## config.mk

```make
export PLATFORM = sky130hd
export DESIGN_NAME = btb_upd_queue_flat
export DESIGN_NICKNAME = d
export VERILOG_FILES = /design/src/rtl/btb_upd_queue_if.sv /design/src/rtl/btb_upd_queue.sv /design/src/flat_wrapper.sv
export SDC_FILE = /design/constraint.sdc
export NUM_CORES = 1
export LEC_CHECK = 0
export CORE_ASPECT_RATIO = 1.1
export CORE_MARGIN = 5
export CORE_UTILIZATION = 30
export CTS_BUF_LIST = sky130_fd_sc_hd__clkbuf_8
export DETAILED_ROUTE_END_ITERATION = 16
export HOLD_SLACK_MARGIN = 0.02
export SETUP_SLACK_MARGIN = 0.5
export SYNTH_ARGS = -nofsm -noshare
export SYNTH_HDL_FRONTEND = slang
export SYNTH_SLANG_ARGS = --single-unit
```

## constraint.sdc

```tcl
create_clock -name clk -period 6.2 [get_ports clk]
set_input_delay 1.86 -clock clk [delete_from_list [all_inputs] [get_ports clk]]
set_output_delay 1.86 -clock clk [all_outputs]
set_load 0.01 [all_outputs]
```

## src/rtl/btb_upd_queue_if.sv

```systemverilog
// btb_upd_queue_if: execute-side update channel plus BTB write port of the update queue
interface btb_upd_queue_if #(parameter int DEPTH = 4);
  logic upd_valid;
  logic upd_ready;
  logic upd_invalid;
  logic [31:1] upd_pc;
  logic [31:0] upd_target;
  logic fetch_rd;
  logic btb_wr;
  logic btb_invalid;
  logic [31:1] pc_w;
  logic [31:0] target_pc_w;
  logic rd_stolen;
  logic [$clog2(DEPTH):0] cnt;
  modport master (
    output upd_valid, upd_invalid, upd_pc, upd_target, fetch_rd,
    input upd_ready, btb_wr, btb_invalid, pc_w, target_pc_w, rd_stolen, cnt
  );
  modport slave (
    input upd_valid, upd_invalid, upd_pc, upd_target, fetch_rd,
    output upd_ready, btb_wr, btb_invalid, pc_w, target_pc_w, rd_stolen, cnt
  );
endinterface

```

## src/rtl/btb_upd_queue.sv

```systemverilog
// btb_upd_queue: FIFO of resolved-branch updates drained into the BTB write port with a starvation guard.
// Define BTB_UPDQ_MERGE_EN to merge an update into a queued entry with the same pc.
module btb_upd_queue #(
  parameter int DEPTH = 4,
  parameter int STARVE_MAX = 8
) (
  input logic clk,
  input logic reset,
  btb_upd_queue_if.slave q
);
  localparam int AW = $clog2(DEPTH);
  localparam int SW = $clog2(STARVE_MAX + 1);
  logic [AW:0] wp, rp, cnt_v;
  logic [SW-1:0] starve;
  logic inv_m [DEPTH];
  logic [31:1] pc_m [DEPTH];
  logic [31:0] tgt_m [DEPTH];
  logic empty, full, frc, pop, push, merge;
  logic [DEPTH-1:0] hit;
  assign cnt_v = wp - rp;
  assign empty = wp == rp;
  assign full = (wp[AW-1:0] == rp[AW-1:0]) && (wp[AW] != rp[AW]);
  assign frc = starve == SW'(STARVE_MAX);
  assign pop = !empty && (!q.fetch_rd || frc);
  assign push = q.upd_valid && !full;
  assign q.upd_ready = !full;
  assign q.cnt = cnt_v;
  assign q.btb_wr = pop;
  assign q.rd_stolen = pop && q.fetch_rd;
  assign q.btb_invalid = inv_m[rp[AW-1:0]];
  assign q.pc_w = pc_m[rp[AW-1:0]];
  assign q.target_pc_w = tgt_m[rp[AW-1:0]];
`ifdef BTB_UPDQ_MERGE_EN
  // A live entry matches unless it is the head leaving this cycle.
  always_comb begin
    hit = '0;
    for (int i = 0; i < DEPTH; i++)
      hit[i] = ({1'b0, AW'(AW'(i) - rp[AW-1:0])} < cnt_v) && (pc_m[i] == q.upd_pc)
               && !(pop && AW'(i) == rp[AW-1:0]);
  end
`else
  assign hit = '0;
`endif
  assign merge = |hit;
  always_ff @(posedge clk)
    for (int i = 0; i < DEPTH; i++)
      if (push && (merge ? hit[i] : AW'(i) == wp[AW-1:0])) begin
        inv_m[i] <= q.upd_invalid;
        pc_m[i] <= q.upd_pc;
        tgt_m[i] <= q.upd_target;
      end
  always_ff @(posedge clk) begin
    if (reset) begin
      wp <= '0;
      rp <= '0;
      starve <= '0;
    end else begin
      if (push && !merge) wp <= wp + 1'b1;
      if (pop) rp <= rp + 1'b1;
      starve <= (empty || pop) ? '0 : starve + SW'(1);
    end
  end
endmodule

```

## src/flat_wrapper.sv

```systemverilog
// flat-port wrapper written by rule: the top's interface ports become plain ports
module btb_upd_queue_flat 
#(
  parameter int DEPTH = 4,
  parameter int STARVE_MAX = 8
)
  (clk, reset, q_upd_valid, q_upd_invalid, q_upd_pc, q_upd_target, q_fetch_rd, q_upd_ready, q_btb_wr, q_btb_invalid, q_pc_w, q_target_pc_w, q_rd_stolen, q_cnt);
  btb_upd_queue_if #(.DEPTH(DEPTH)) q_i ();
  input logic clk;
  input logic reset;
  input wire logic [$bits(q_i.upd_valid)-1:0] q_upd_valid;
  input wire logic [$bits(q_i.upd_invalid)-1:0] q_upd_invalid;
  input wire logic [$bits(q_i.upd_pc)-1:0] q_upd_pc;
  input wire logic [$bits(q_i.upd_target)-1:0] q_upd_target;
  input wire logic [$bits(q_i.fetch_rd)-1:0] q_fetch_rd;
  output wire logic [$bits(q_i.upd_ready)-1:0] q_upd_ready;
  output wire logic [$bits(q_i.btb_wr)-1:0] q_btb_wr;
  output wire logic [$bits(q_i.btb_invalid)-1:0] q_btb_invalid;
  output wire logic [$bits(q_i.pc_w)-1:0] q_pc_w;
  output wire logic [$bits(q_i.target_pc_w)-1:0] q_target_pc_w;
  output wire logic [$bits(q_i.rd_stolen)-1:0] q_rd_stolen;
  output wire logic [$bits(q_i.cnt)-1:0] q_cnt;
  assign q_i.upd_valid = q_upd_valid;
  assign q_i.upd_invalid = q_upd_invalid;
  assign q_i.upd_pc = q_upd_pc;
  assign q_i.upd_target = q_upd_target;
  assign q_i.fetch_rd = q_fetch_rd;
  assign q_upd_ready = q_i.upd_ready;
  assign q_btb_wr = q_i.btb_wr;
  assign q_btb_invalid = q_i.btb_invalid;
  assign q_pc_w = q_i.pc_w;
  assign q_target_pc_w = q_i.target_pc_w;
  assign q_rd_stolen = q_i.rd_stolen;
  assign q_cnt = q_i.cnt;
  btb_upd_queue #(.DEPTH(DEPTH), .STARVE_MAX(STARVE_MAX)) u_core (.clk(clk), .reset(reset), .q(q_i));
endmodule
```

==> metrics.txt <==
status finished, final reports clean; io pins 138; Worst EP arrival 3410 ps; H-tree levels 2; Max-Cap Viols 0; CTS max path bufs 3; synthesis-to-finish area growth 26.87%; crit start category primary input; drt pass-1 iters 4; cts hold-fix bufs 0; top cells by area, synth edfxtp_1, mux4_2, dfxtp_1; CTS Sinks 268; most frequent cells in the layout edfxtp_1, clkdlybuf4s50_1, mux4_2, clkbuf_8, inv_1; Post-Synth XOR/XNOR Area 0.5143%; Avg Inst Size Synth 24.27 um2; #FFs+latches synth 268; largest net degree at the start of global routing 65; drt drc 0; Tot GR Track Use 10.64%; port buffer count 137; required time of the critical path 4340 ps; Worst Path Class, Setup in -> out; drt initial violations 147; Power Density 343.7 mW/mm2; syn nets 489; post-synthesis mux area share 15.18%; wire per inst 18.88 um; post-CTS sizing 0; DIE WIDTH 183.9 um; final setup violation count 0; core box area 0.03302 mm2; Post-Syn Area 0.009975 mm2; VDD IR max 174.3 uV; n_diodes 0; synth unique cells 33; drt total wl 19.71 mm; cell taking the most area after synthesis edfxtp_1; Post-CTS Setup Inserts 0; layout cells sized above 1 21.24%; Final Skew 12.48 ps; endpoint class of the critical path output port; Filler Cells Inserted 2963; hold_ws 500.6 ps; Max Slew Vio Count 0; Placement Rows 70; initial antenna violation count 0; grt ovf 0; CP max FO 6; Slew Limit Headroom 29.14%; Adder-Cell Fraction of Synth Area 1.330%; Slew @ Worst Pin 1063 ps; first-pass GRT wire length 30.29 mm; number of synthesis warnings 0; vias in the first global route 5256; Starting Density 30.21%; CTS tree yes; RSZ-0062 raised after global routing false; clock root cell clkbuf_8; Syn Inst Count 411; leakage dissipation 4.028 nW; largest family of logic cells by synthesized area multiplexers; CTS clk-pin slew, worst paths 60 ps; Avg Vias per Cell 4.458; clock period minus worst slack 5272 ps; area fraction in compound gates after synthesis 0.8655%; top cell type's share of synthesized area 77.07%; Post-Synth Simple-Gate Area 1.443%; worst hold path class reg -> reg; Num CTS Buffers 43; via count 4654; Detail Placement HPWL 11.15 mm; layout net count 657; Seq/Total Area, Yosys 79.48%; Final Hold Viols 0; Post-DRT Antenna Nets 0; Die Y 201.2 um; routability congestion estimate 0.7126; later-pin clock latency in the skew report 540 ps; fmax 189.7 MHz; Tcrit/Tclk final 85.03%; Fin Setup TNS 0 ps; commonest non-fill, non-tap cell in the layout edfxtp_1; Die Footprint 0.03700 mm2
## critical path: stages
cell	delay (ps)
clkdlybuf4s50_1	520
a22oi_4	330
and2_1	170
clkdlybuf4s50_1	530
## through the flow
step                total power [mW]  worst slack [ps]  instance area, um2  util [%]  instances
floorplan                      2.574              1997                9975         -        411
global placement               2.968             966.8               11840     35.87        966
detailed placement             2.982             945.7               11840     35.87        966
CTS                            4.439             931.6               12650     38.33       1044
global route                   4.566             877.9               12650     38.33       1044
finish                         4.349             928.1               12650     38.33       1044
## logic make-up (layout without fill, tap and decap cells)
kind of cell,after synthesis,count (layout)
xor gates and xnor gates,5,5
adders and majority gates,10,10
and+or+nand+nor,25,25
DFF,268,268
AOI/OAI and AO/OA,8,8
buffers and inverters,25,226
muxes,70,70
## layer usage
layer  wire length, um  up-vias  part of all wire [%]  GRT usage (%)
li1                  -     2086                     -              -
met1              7963     2404                    40          12.88
met2             10150      128                    51          18.19
met3              1145       36                   5.8          3.128
met4               450        0                   2.3          3.539
met5                 0        -                     0              0
## layout make-up
type / count / area [um2] / area share [%]
well taps: 432 / 540.5 / 4.271
repair buffers: 138 / 1391 / 10.99
clock inverters: 35 / 220.2 / 1.740
multi-input cells: 118 / 1938 / 15.32
flip-flops and latches: 268 / 7935 / 62.71
clock buffers: 43 / 591.8 / 4.677
inverters: 10 / 37.54 / 0.2966
## synthesized netlist by cell type
cell type,instances
buf_1,5
nor2_1,5
a21boi_2,1
nand3_1,1
xnor2_1,2
xnor2_2,1
o2111ai_1,1
nor4bb_1,1
nor4b_2,1
xor2_1,2
mux2_4,2
dfxtp_1,12
a211o_1,1
o21ai_0,1
o311ai_1,1
buf_4,6
nor4_1,3
o31ai_1,1
ha_1,9
and2_1,6
mux4_2,64
mux2_1,2
nand2_1,5
inv_1,10
a221oi_2,1
buf_2,2
fa_1,1
clkbuf_1,2
nand3b_1,1
nor2b_1,2
edfxtp_1,256
a22oi_4,1
mux2i_1,2
## flip-flops by register name, summed over array words and instances (netlist names), named ones only
register / flops
u_core.starve: 4
u_core.pc_m: 124
u_core.tgt_m: 128
u_core.inv_m: 4
u_core.wp: 3
u_core.rp: 3
## path summary, 6_finish.rpt
kind	cells past startpoint	start	slack, ps	to
worst min register to register	1	u_core.starve[0]$_SDFF_PP0_	500	u_core.starve[0]$_SDFF_PP0_
worst min-delay path	1	u_core.starve[0]$_SDFF_PP0_	500	u_core.starve[0]$_SDFF_PP0_
worst max-delay path	4	q_fetch_rd	930	q_rd_stolen
worst max register to register	5	u_core.wp[0]$_SDFFE_PP0P_	3460	u_core.tgt_m[2][9]$_DFFE_PP_
## power breakdown
part | internal, mW | switching [mW]
sequential | 2.09 | 0.0771
combinational | 0.452 | 0.304
clock | 0.773 | 0.657
total | 3.31 | 1.04
Note: power is estimated with default switching activity, not from simulation.
